--- config.mk ---
export PLATFORM = sky130hd
export DESIGN_NAME = ahb_apb_bridge_param
export DESIGN_NICKNAME = d
export VERILOG_FILES = /design/src/rtl/ahb_apb_bridge_param.sv
export SDC_FILE = /design/constraint.sdc
export NUM_CORES = 1
export LEC_CHECK = 0
export CORE_AREA = 3 3 94 132
export CTS_CLUSTER_DIAMETER = 100
export DETAILED_ROUTE_END_ITERATION = 16
export DIE_AREA = 0 0 97 135
export DONT_BUFFER_PORTS = 1
export HOLD_SLACK_MARGIN = 0.03
export SLEW_MARGIN = 30
export SYNTH_ARGS = -nofsm -noshare
export SYNTH_HDL_FRONTEND = slang
export SYNTH_SLANG_ARGS = --single-unit
--- constraint.sdc ---
create_clock -name hclk -period 4.9 [get_ports hclk]
set_input_delay 0.49 -clock hclk [delete_from_list [all_inputs] [get_ports hclk]]
set_output_delay 0.49 -clock hclk [all_outputs]
set_load 0.005 [all_outputs]
--- src/rtl/ahb_apb_bridge_param.sv ---
// AHB-Lite to APB3 bridge: one APB SETUP/ACCESS per AHB transfer, parametrised decode,
// PREADY wait states, two-cycle AHB ERROR on PSLVERR, decode miss or ACCESS timeout.
//
// state    | meaning
// S_IDLE   | ready for a transfer; also the second ERROR cycle after S_ERR1
// S_WDATA  | capture AHB write data from the data phase
// S_SETUP  | drive psel, penable low (APB setup phase)
// S_ACCESS | raise penable, then wait for pready or the timeout
// S_ERR1   | first ERROR cycle (hreadyout low, hresp ERROR)
module ahb_apb_bridge_param #(
    parameter int                ADDR_W      = 32,
    parameter int                DATA_W      = 32,
    parameter int                NSLV        = 3,
    parameter logic [ADDR_W-1:0] BASE_ADDR   = ADDR_W'(32'h8000_0000),
    parameter int                REGION_LOG2 = 26,
    parameter int                TIMEOUT     = 16
) (
    input  logic              hclk,
    input  logic              hresetn,
    input  logic              hwrite,
    input  logic              hreadyin,
    input  logic [1:0]        htrans,
    input  logic [ADDR_W-1:0] haddr,
    input  logic [DATA_W-1:0] hwdata,
    output logic              hreadyout,
    output logic [1:0]        hresp,
    output logic [DATA_W-1:0] hrdata,
    output logic [NSLV-1:0]   psel,
    output logic              penable,
    output logic              pwrite,
    output logic [ADDR_W-1:0] paddr,
    output logic [DATA_W-1:0] pwdata,
    input  logic [DATA_W-1:0] prdata,
    input  logic              pready,
    input  logic              pslverr
);

    localparam int CNT_W   = (TIMEOUT > 1) ? $clog2(TIMEOUT) : 1;
    localparam int TO_LOAD = (TIMEOUT > 0) ? TIMEOUT - 1 : 0;

    typedef enum logic [2:0] {
        S_IDLE   = 3'd0,
        S_WDATA  = 3'd1,
        S_SETUP  = 3'd2,
        S_ACCESS = 3'd3,
        S_ERR1   = 3'd4
    } state_t;

    state_t            state;
    logic [NSLV-1:0]   sel_q;
    logic [CNT_W-1:0]  to_cnt;

    logic              valid;
    logic [ADDR_W-1:0] off;
    logic [ADDR_W-1:0] idx;
    logic              hit;
    logic [NSLV-1:0]   dec_sel;

    assign valid = hreadyin & htrans[1] & hreadyout;
    assign off   = haddr - BASE_ADDR;
    assign idx   = off >> REGION_LOG2;
    assign hit   = (haddr >= BASE_ADDR) && (idx < ADDR_W'(NSLV));

    always_comb begin
        dec_sel = '0;
        for (int i = 0; i < NSLV; i++) begin
            dec_sel[i] = (idx == ADDR_W'(i));
        end
    end

    always_ff @(posedge hclk or negedge hresetn) begin
        if (!hresetn) begin
            state     <= S_IDLE;
            hreadyout <= 1'b1;
            hresp     <= 2'b00;
            hrdata    <= '0;
            psel      <= '0;
            penable   <= 1'b0;
            pwrite    <= 1'b0;
            paddr     <= '0;
            pwdata    <= '0;
            sel_q     <= '0;
            to_cnt    <= '0;
        end else begin
            case (state)
                S_IDLE: begin
                    hreadyout <= 1'b1;
                    // hresp is held for one cycle when arriving from S_ERR1 (hreadyout still low)
                    if (hreadyout) begin
                        hresp <= 2'b00;
                    end
                    if (valid) begin
                        paddr     <= haddr;
                        pwrite    <= hwrite;
                        sel_q     <= dec_sel;
                        hreadyout <= 1'b0;
                        if (!hit) begin
                            state <= S_ERR1;
                        end else if (hwrite) begin
                            state <= S_WDATA;
                        end else begin
                            state <= S_SETUP;
                        end
                    end
                end
                S_WDATA: begin
                    pwdata <= hwdata;
                    state  <= S_SETUP;
                end
                S_SETUP: begin
                    psel    <= sel_q;
                    penable <= 1'b0;
                    to_cnt  <= CNT_W'(TO_LOAD);
                    state   <= S_ACCESS;
                end
                S_ACCESS: begin
                    if (!penable) begin
                        penable <= 1'b1;
                    end else if (pready) begin
                        psel    <= '0;
                        penable <= 1'b0;
                        if (pslverr) begin
                            state <= S_ERR1;
                        end else begin
                            if (!pwrite) begin
                                hrdata <= prdata;
                            end
                            hreadyout <= 1'b1;
                            state     <= S_IDLE;
                        end
                    end else if ((TIMEOUT != 0) && (to_cnt == '0)) begin
                        psel    <= '0;
                        penable <= 1'b0;
                        state   <= S_ERR1;
                    end else begin
                        to_cnt <= to_cnt - CNT_W'(1);
                    end
                end
                S_ERR1: begin
                    hreadyout <= 1'b0;
                    hresp     <= 2'b01;
                    state     <= S_IDLE;
                end
                default: begin
                    state <= S_IDLE;
                end
            endcase
        end
    end

endmodule

; Yosys cells after proc, flatten, opt, wreduce, memory -nomap -nowiden
; Cells that the tools add are included.
[word_totals]
register_bits = 114
in_bits = 104
output_inout_bits = 104
wordCells = 74
[op_classes]
addsub = 2
n_lt_le_gt_ge = 2
n_eq_ne = 14
n_mux = 27
bitwise_logic = 4
n_reduce_logical = 14
[op_table]
columns = operator, n
row1 = $ge A32 B32 Y1 const B, 1
row2 = $logic_not A32 Y1, 1
row3 = $sub A32 B32 Y32 const B, 1
row4 = $mux W3, 9
row5 = $ne A2 B2 Y1 const B, 7
row6 = $mux W4, 3
row7 = $pmux W3 S4, 1
row8 = $pmux W4 S2, 1
row9 = $reduce_and A4 Y1, 2
row10 = $mux W1, 7
row11 = $eq A3 B2 Y1 const B, 2
row12 = $eq A6 B1 Y1 const B, 1
row13 = $eq A6 B2 Y1 const B, 1
row14 = $lt A6 B2 Y1 const B, 1
row15 = $pmux W3 S2, 1
row16 = $reduce_and A3 Y1, 2
row17 = $reduce_and A5 Y1, 1
row18 = $logic_not A4 Y1, 1
row19 = $mux W2, 2
row20 = $pmux W2 S2, 1
row21 = $reduce_and A2 Y1, 2
row22 = $reduce_bool A2 Y1, 2
row23 = $sub A4 B1 Y4 const B, 1
row24 = $eq A3 B1 Y1 const B, 1
row25 = other kinds (9), 11

; Depth between registers and ports, before layout
; Gate-level depths: netlist of run 1.
[depth]
word_depth = 6
depth_mapped = 5

; Least setup slack after synthesis of run 1
; No wires, ideal clock.
[synth_timing]
path_type = input port to flip-flop
startpoint = input haddr[30]
endpoint = register state[0]
arrival_time_ns = 1.689
required_time_ns = 4.817
slack_ns = 3.128
cell_stages = 3
path_buffers = 0
path_cell_list = or4b_4 -> or4_1 -> a31oi_1
[synth_via]
elab_chain_cells = 6
word_cells_on_any_way = 7
cone_classes = 1 x add/sub / 2 x order compare / 3 x mux / 1 x reduce/logical
[synth_lines]
columns = item, line
row1 = from (decl), 23  ; input logic [ADDR_W-1:0] haddr,
row2 = $sub A32 B32 Y32, 60  ; assign off = haddr - BASE_ADDR;
row3 = $lt A6 B2 Y1, 62  ; assign hit = (haddr >= BASE_ADDR) && (idx < ADDR_W'(NSLV));
row4 = $logic_and A1 B1 Y1 (*), 62
row5 = $mux W3 (*), 97  ; if (!hit) begin
row6 = $mux W3 (*), 92  ; if (valid) begin
row7 = $pmux W3 S4 (*), 85  ; case (state)
row8 = to (signal assigned), 98  ; state <= S_ERR1;
row9 = to (signal assigned), 100  ; state <= S_WDATA;
row10 = to (signal assigned), 102  ; state <= S_SETUP;
row11 = to (decl), 49  ; state_t state;
; Mark *: on every way between the ends. The rest lies on a longest branch, timed or not. The select of a mux whose other input is x is not followed.
; A chain may end at the register's enable or synchronous reset.

; Worst setup path after layout of run 1
[layout_timing]
startpoint = register state[0]
endpoint = register hrdata[19]
[layout_via]
elab_chain_cells = 2
[layout_lines]
columns = item, line
row1 = from (signal assigned), 73  ; state <= S_IDLE;
row2 = from (signal assigned), 98
row3 = from (signal assigned), 100
row4 = $eq A3 B2 Y1, 85
row5 = $reduce_and A5 Y1 (no source line), n/a
row6 = to (signal assigned), 126  ; hrdata <= prdata;
row7 = to (decl), 27  ; output logic [DATA_W-1:0] hrdata,
; No other way between the ends.

==> results.json, run 1 <==
{
  "gp_congestion": 0.7727,
  "synthArstFlopShare": 1.000,
  "slew_headroom": 0.6168,
  "worstSetupStartpoint": "state[0]$_DFFE_PN0P_",
  "crit_chain": "and3b_1 -> nor3b_4 -> buf_4 -> mux2_2",
  "post_cts_resized": 0,
  "startpoint_type": "flip-flop",
  "synth_edf_count": 0,
  "setup_viol": 0,
  "synth_nets": 402,
  "drt_iter0_drc": 45,
  "routedWlPerCell_um": 20.51,
  "crit_type": "reg2reg",
  "crit_fanout": 32,
  "hold_violations": 0,
  "ant_nets": 0,
  "syn_area_per_cell_um2": 15.25,
  "dieArea_um2": 13100,
  "fill_cells": 1034,
  "io_pins": 208,
  "antenna_found_initial": 0,
  "diodes": 0,
  "gr-total-overflow": 0,
  "maxSlewViolCount": 0,
  "cap_violations": 0,
  "drive_gt1_frac": 0.4357,
  "worstMarginPinSlew_ps": 574.8,
  "slowest_stage": "dfrtp_1",
  "h-tree-depth": 4,
  "switchingPower_mw": 1.079,
  "clk_path_buf_depth": 2,
  "final_common_cell": "dfrtp_1",
  "fmax_mhz": 468.5,
  "place_ws_ps": 2770,
  "endpoint_kind": "flip-flop",
  "worst_path_largest_cell_delay_ps": 680,
  "fp.dieW_um": 97,
  "multi_input_area_um2": 1619,
  "grt_usage": 0.1438,
  "grt_pass1_wl_mm": 14.61,
  "cts-root-buf": "clkbuf_16",
  "synth_cells": 297,
  "fin_ws_ps": 2765,
  "p_leak_nw": 2.292,
  "postCtsSetupBuffers": 0,
  "p_int_mw": 2.705,
  "synth_top_flop_cell": "dfrtp_1",
  "viasPerCell": 5.374,
  "synth-seq-cells": 113,
  "ys_seq_area_frac": 0.6244,
  "start_util": 0.3996,
  "drt_wl_total_mm": 9.495,
  "num_rows": 46,
  "cts_tree": "built",
  "vias": 2488,
  "timing.rr.start": "state[0]$_DFFE_PN0P_",
  "vdd_drop_max_mv": 0.3161,
  "p_seq_frac": 0.471,
  "p_per_area_nw_per_um2": 712.4,
  "clk_latency_ps": 400,
  "cts_hold_buf": 1,
  "die_h_um": 135,
  "cts_sinks": 113,
  "cts.clk_slew.worst_paths_ps": 50,
  "finalCriticalPeriod_ps": 2135,
  "first_pass_iters": 4,
  "p_clk_frac": 0.337,
  "skew_ps": 8.152,
  "status": "finished, final reports clean",
  "critPathTopFamily": "flip-flops",
  "fin_crit_sh": 0.4356,
  "area.growth.synth_to_final_pct": 17.23,
  "layout_common_cells": "112 x dfrtp_1, 97 x mux2_2, 17 x clkbuf_16",
  "nets": 412,
  "pwr-share-comb": 0.192,
  "rrSetupSlack_ps": 2770,
  "path_buf_inv": 1,
  "cp.required_ps": 5180,
  "synth_cell_types": 42,
  "place_hpwl_mm": 6.798,
  "crit_arrival_ps": 2410,
  "switching_share": 0.2852,
  "cts_inserted_buffers": 17,
  "drcViolationCount": 0,
  "seqCellArea_um2": 2829,
  "core_area_um2": 11340,
  "fin_setup_tns_ps": 0,
  "grt_max_degree": 114,
  "yosysWarnings": 0,
  "hold_path.class": "in2async",
  "rsz0062_at_grt": "no",
  "grt_pass1_vias": 2730,
  "numPortBuffers": 0,
  "syn-cell-area_um2": 4531
}
path summary, 6_finish.rpt:
kind / end / depth (start not counted)
worst max-delay path: hrdata[19]$_DFFE_PN0P_ / 4
worst min-delay path: to_cnt[1]$_DFFE_PN0P_ / 1
worst max register to register: hrdata[19]$_DFFE_PN0P_ / 4
worst min register to register: psel[1]$_DFFE_PN0P_ / 1
max in group asynchronous: hrdata[14]$_DFFE_PN0P_ / 1
min in group hclk: paddr[24]$_DFFE_PN0P_ / 1
cell type report:
| class | instances | area share |
|---|---|---|
| multi-input cells | 167 | 0.3048 |
| inverters | 4 | 0.002827 |
| clock inverters | 11 | 0.03039 |
| flip-flops and latches | 113 | 0.5326 |
| repair buffers | 4 | 0.009423 |
| clock buffers | 20 | 0.08598 |
| well taps | 144 | 0.03392 |
per-layer routing:
layer | part of all wire | track usage
met5 | 0 | 0
met1 | 0.34 | 0.1369
met4 | 0.017 | 0.07494
met3 | 0.088 | 0.06512
met2 | 0.56 | 0.2584
state kept, by name (all words and copies together), names as in the netlist:
register and cells:
hrdata 32, hreadyout 1, hresp 1, paddr 32
penable 1, psel 3, pwdata 32, pwrite 1
sel_q 3, state 3, to_cnt 4
cell usage after synthesis, drive strengths merged (2+ instances only):
master	number	area [um^2]
nand3b	2	15.01
or4	2	15.01
nor3	3	15.01
buf	11	72.57
nand2b	3	18.77
and2	2	12.51
o21ai	4	20.02
nor2b	2	12.51
nand3	4	20.02
a22o	5	43.79
inv	4	15.01
dfrtp	112	2803
clkbuf	2	7.510
nand2	7	26.28
nor4	3	33.78
nor3b	5	47.54
nor2	4	15.01
mux2	100	1126
a311oi	3	26.28
logic make-up (layout without fill, tap and decap cells):
kind of cell	Yosys count	after routing	share of synthesized area
flip-flops	113	113	0.6244
AO/OA/AOI/OAI	20	20	0.03452
XOR/XNOR	1	1	0.001934
adder cells (fa/ha/maj)	1	1	0.002761
AND/OR/NAND/NOR	43	43	0.06379
buffers and inverters	17	39	0.02099
multiplexers	101	101	0.2508
other	1	1	0.0008277
power groups by stage:
stage | Clock (mW) | Sequential [mW] | Combinational, mW
finish | 1.27 | 1.78 | 0.728
global route | 1.36 | 1.85 | 0.811
CTS | 1.31 | 1.80 | 0.747
detailed placement | 0 | 1.81 | 0.726
global placement | 0 | 1.80 | 0.687
floorplan | 0 | 1.64 | 0.664
stage by stage:
step	power (mW)	hold slack, ps	instances	utilization	area [um^2]
floorplan	2.299	194.4	297	-	4531
global placement	2.491	197.9	431	0.4115	4666
detailed placement	2.533	197.5	431	0.4115	4666
CTS	3.856	52.08	463	0.4684	5311
global route	4.013	51.45	463	0.4684	5311
finish	3.784	11.19	463	0.4684	5311
(Power assumes the default switching activity.)
==> inputs of run 2 (changes only) <==
==> constraint.sdc (replaced) <==
create_clock -name hclk -period 1.8 [get_ports hclk]
set_input_delay 0.18 -clock hclk [delete_from_list [all_inputs] [get_ports hclk]]
set_output_delay 0.18 -clock hclk [all_outputs]
set_load 0.005 [all_outputs]
==> results.json, run 2 (synthesis gave the netlist of run 1 again) <==
{
  "gp_congestion": 0.7629,
  "finalCriticalPeriod_ps": 1709,
  "cts_hold_buf": 99,
  "cts.clk_slew.worst_paths_ps": 50,
  "startpoint_type": "flip-flop",
  "endpoint_kind": "flip-flop",
  "ant_nets": 0,
  "layout_common_cells": "111 x dfrtp_1, 99 x dlygate4sd3_1, 97 x mux2_2",
  "grt_pass1_wl_mm": 17.75,
  "core_area_um2": 11340,
  "numPortBuffers": 0,
  "routedWlPerCell_um": 19.48,
  "area.growth.synth_to_final_pct": 40.02,
  "worstSetupStartpoint": "hreadyout$_DFFE_PN1P_",
  "fin_ws_ps": 90.68,
  "grt.met1_usage": 0.1829,
  "cap_violations": 0,
  "grt_pass1_vias": 3318,
  "reg_top3": "hrdata: 32 flops, paddr: 32 flops, pwdata: 32 flops",
  "start_util": 0.3996,
  "fin_setup_tns_ps": 0,
  "hold_violations": 113,
  "slowest_stage": "dfstp_2",
  "drt_iter0_drc": 89,
  "status": "finished, violations left",
  "top_usage_layer": "met2",
  "hold_path.class": "in2async",
  "setup_viol": 0,
  "grt_max_degree": 114,
  "diodes": 0,
  "dp_cells": 441,
  "cts_inserted_buffers": 17,
  "clk_path_buf_depth": 2,
  "viasPerCell": 5.141,
  "p_per_area_nw_per_um2": 1604,
  "p_leak_nw": 2.722,
  "num_rows": 46,
  "drive_gt1_frac": 0.3581,
  "cts_sinks": 113,
  "cts-root-buf": "clkbuf_16",
  "stdcell_count": 574,
  "fmax_mhz": 585.0,
  "use_met3": 0.05530,
  "cp.required_ps": 2080,
  "nets": 524,
  "fill_cells": 893,
  "timing.rr.start": "hreadyout$_DFFE_PN1P_",
  "antenna_found_initial": 0,
  "vdd_drop_max_mv": 0.7433,
  "skew_ps": 6.456,
  "place_ws_ps": 75.17,
  "gr-total-overflow": 0,
  "crit_type": "reg2reg",
  "cts_tree": "built",
  "vias": 2951,
  "crit_arrival_ps": 1990,
  "drt_wl_total_mm": 11.18,
  "maxSlewViolCount": 0,
  "fin_crit_sh": 0.9496,
  "first_pass_iters": 4,
  "place_hpwl_mm": 6.911,
  "fin_hold_ws_ps": -523.5,
  "die_h_um": 135,
  "violations": "hold timing",
  "worst_path_largest_cell_delay_ps": 530,
  "crit_fanout": 16,
  "drcViolationCount": 0,
  "io_pins": 208,
  "h-tree-depth": 4,
  "grt_usage": 0.1716,
  "final_common_cell": "dfrtp_1",
  "dieArea_um2": 13100,
  "rsz0062_at_grt": "no",
  "grt_use_met2": 0.3049,
  "clk_latency_ps": 390,
  "fp.dieW_um": 97,
  "crit_chain": "nand3_2 -> nor4_4 -> buf_4 -> clkbuf_16 -> mux2_2"
}
run 2: final timing paths:
| check | slack [ps] | cells after the start | endpoint |
|---|---|---|---|
| max | 90 | 5 | paddr[10]$_DFFE_PN0P_ |
| min | -520 | 0 | to_cnt[0]$_DFFE_PN0P_ |
| max reg2reg | 90 | 5 | paddr[10]$_DFFE_PN0P_ |
| min reg2reg | 500 | 1 | psel[0]$_DFFE_PN0P_ |
| max in group asynchronous | 2040 | 0 | hreadyout$_DFFE_PN1P_ |
| min in group hclk | 60 | 3 | state[0]$_DFFE_PN0P_ |
run 2: cell type report:
type | instances | area [um^2] | area share
clock buffer | 19 | 452.9 | 0.07140
clock inverter | 11 | 67.56 | 0.01065
inverter | 4 | 15.01 | 0.002367
multi-input combinational | 167 | 1624 | 0.2560
sequential | 113 | 2830 | 0.4462
tap | 144 | 180.2 | 0.02840
timing repair buffer | 116 | 1174 | 0.1850
run 2: metrics by stage:
stage	util	power, mW	cell area [um^2]
finish	0.5595	10.18	6344
global route	0.5595	10.78	6344
CTS	0.5547	10.22	6290
floorplan	-	6.259	4531
global placement	0.4214	6.965	4778
detailed placement	0.4214	7.082	4778
run 2: worst max-delay path: cells and delay by family, from the launching register on:
family        cells  cell delay [ps]
simple gates      2              360
mux               1              340
flops             1              530
buf+inv           2              350
run 2: routing by layer:
| layer | up-vias | wire length, um |
|---|---|---|
| met1 | 1473 | 3934 |
| met5 | - | 0 |
| li1 | 1315 | - |
| met4 | 0 | 285 |
| met2 | 142 | 6165 |
| met3 | 21 | 798 |
run 2: where the power goes:
part	internal (mW)	switching, mW	total (mW)
clock	1.79	1.11	2.90
sequential	3.75	1.05	4.80
combinational	1.56	0.910	2.47
total	7.11	3.07	10.2
run 2: timing repair:
| item | CTS | global route |
|---|---|---|
| setup buffers | 0 | 3 |
| endpoints found under the setup margin | 0 | 20 |
| resized for setup | 0 | 2 |
| endpoints found under the hold margin | 214 | 113 |
==> inputs of run 3 (changes only) <==
--- a/config.mk
+++ b/config.mk
@@ -5,10 +5,10 @@
 export SDC_FILE = /design/constraint.sdc
 export NUM_CORES = 1
 export LEC_CHECK = 0
-export CORE_AREA = 3 3 94 132
+export CORE_AREA = 5 5 96 134
 export CTS_CLUSTER_DIAMETER = 100
 export DETAILED_ROUTE_END_ITERATION = 16
-export DIE_AREA = 0 0 97 135
+export DIE_AREA = 0 0 101 139
 export DONT_BUFFER_PORTS = 1
 export HOLD_SLACK_MARGIN = 0.03
 export SLEW_MARGIN = 30
==> constraint.sdc (replaced) <==
create_clock -name hclk -period 1.8 [get_ports hclk]
set_input_delay 0.36 -clock hclk [delete_from_list [all_inputs] [get_ports hclk]]
set_output_delay 0.36 -clock hclk [all_outputs]
set_load 0.005 [all_outputs]
==> results.json, run 3 (synthesis gave the netlist of run 1 again) <==
{
  "die_h_um": 139,
  "dieArea_um2": 14040,
  "stdcell_count": 474,
  "reg_top3": "hrdata: 32 flops, paddr: 32 flops, pwdata: 32 flops",
  "cp.required_ps": 2080,
  "nets": 421,
  "finalCriticalPeriod_ps": 1716,
  "clk_latency_ps": 400,
  "h-tree-depth": 4,
  "power.total_mw": 10.14,
  "drt_wl_total_mm": 10.00,
  "violations": "hold timing",
  "final_common_cell": "dfrtp_1",
  "multi_input_area_um2": 1619,
  "layout_common_cells": "112 x dfrtp_1, 97 x mux2_2, 17 x clkbuf_16",
  "fill_cells": 1058,
  "grt_pass1_wl_mm": 15.68,
  "numPortBuffers": 0,
  "grt_pass1_vias": 2965,
  "skew_ps": 13.19,
  "grt_max_degree": 114,
  "start_util": 0.3911,
  "core_area_um2": 11580,
  "p_per_area_nw_per_um2": 1899,
  "rsz0062_at_grt": "no",
  "crit_fanout": 34,
  "fin_hold_ws_ps": -343.5,
  "fmax_mhz": 582.6,
  "grt_usage": 0.1443,
  "area.growth.synth_to_final_pct": 17.90,
  "first_pass_iters": 4,
  "cts_sinks": 113,
  "gp_congestion": 0.7935,
  "cts_inserted_buffers": 17,
  "place_hpwl_mm": 7.177,
  "cts-root-buf": "clkbuf_16",
  "post_cts_resized": 0,
  "io_pins": 208,
  "maxSlewViolCount": 0,
  "clk_path_buf_depth": 2,
  "endpoint_kind": "flip-flop",
  "gr-total-overflow": 0,
  "drive_gt1_frac": 0.4495,
  "cts.clk_slew.worst_paths_ps": 50,
  "antenna_found_initial": 0,
  "fin_crit_sh": 0.9536,
  "fp.dieW_um": 101,
  "hold_path.class": "in2async",
  "drcViolationCount": 0,
  "routedWlPerCell_um": 21.10,
  "seqCellArea_um2": 2829,
  "timing.rr.start": "hreadyout$_DFFE_PN1P_",
  "crit_type": "reg2reg",
  "dp_cells": 444,
  "vias": 2530,
  "hold_violations": 113,
  "num_rows": 47,
  "cap_violations": 0,
  "startpoint_type": "flip-flop",
  "vdd_drop_max_mv": 0.6963,
  "diodes": 0,
  "cts_tree": "built",
  "fin_util": 0.4611,
  "p_leak_nw": 2.303,
  "viasPerCell": 5.338,
  "drt_iter0_drc": 80,
  "ant_nets": 0,
  "fin_setup_tns_ps": 0,
  "crit_arrival_ps": 2000,
  "postCtsSetupBuffers": 0,
  "status": "finished, violations left",
  "worstSetupStartpoint": "hreadyout$_DFFE_PN1P_",
  "setup_viol": 0
}
==> run 3: cell types whose count changed in the layout (fill, tap and decap cells not counted), moves of 2 or more <==
| cell | change |
|---|---|
| buf_4 | -3 |
| bufinv_16 | +2 |
| dlygate4sd3_1 | -99 |
| clkinvlp_4 | -2 |
==> run 3: layout make-up <==
cell class / instances / share of cell area
Tap cell: 147 / 0.03443
Timing Repair Buffer: 13 / 0.02530
Clock inverter: 11 / 0.02179
Multi-Input combinational cell: 167 / 0.3031
Sequential cell: 113 / 0.5296
Clock buffer: 19 / 0.08292
Inverter: 4 / 0.002811
==> run 3: critical path, stage by stage, from the launching register on <==
cell and delay (ps):
dfstp_2 530, nand3_1 180, nor4_4 250, buf_12 240, mux2_2 370
==> run 3: worst paths after layout <==
check / to / slack, ps / cells past startpoint
worst min register to register: psel[2]$_DFFE_PN0P_ / 500 / 1
worst max register to register: paddr[14]$_DFFE_PN0P_ / 80 / 4
worst min-delay path: paddr[26]$_DFFE_PN0P_ / -340 / 0
max in group asynchronous: hreadyout$_DFFE_PN1P_ / 1960 / 0
min in group hclk: hrdata[28]$_DFFE_PN0P_ / 100 / 1
worst max-delay path: paddr[14]$_DFFE_PN0P_ / 80 / 4
==> run 3: metal layers <==
metal  vias up  GRT usage  wire (um)
met3        18    0.06291        938
met1      1286     0.1431       3363
met4         0    0.07703        267
li1       1108          -          -
met2       118     0.2489       5432
met5         -          0          0
==> run 3: where the power goes <==
part | switching (mW) | internal, mW | leakage, nW
Sequential | 1.02 | 3.75 | 1.38
Combinational | 0.845 | 1.38 | 0.654
Clock | 1.11 | 2.04 | 0.270
==> run 3: metrics by stage <==
| step | worst slack [ps] | area [um^2] | hold slack (ps) |
|---|---|---|---|
| floorplan | 45.42 | 4531 | 64.41 |
| finish | 83.56 | 5341 | -343.5 |
| CTS | 72.27 | 5341 | -362.4 |
| global placement | 104.3 | 4782 | 66.89 |
| global route | 15.76 | 5341 | -368.6 |
| detailed placement | 82.56 | 4782 | 67.31 |
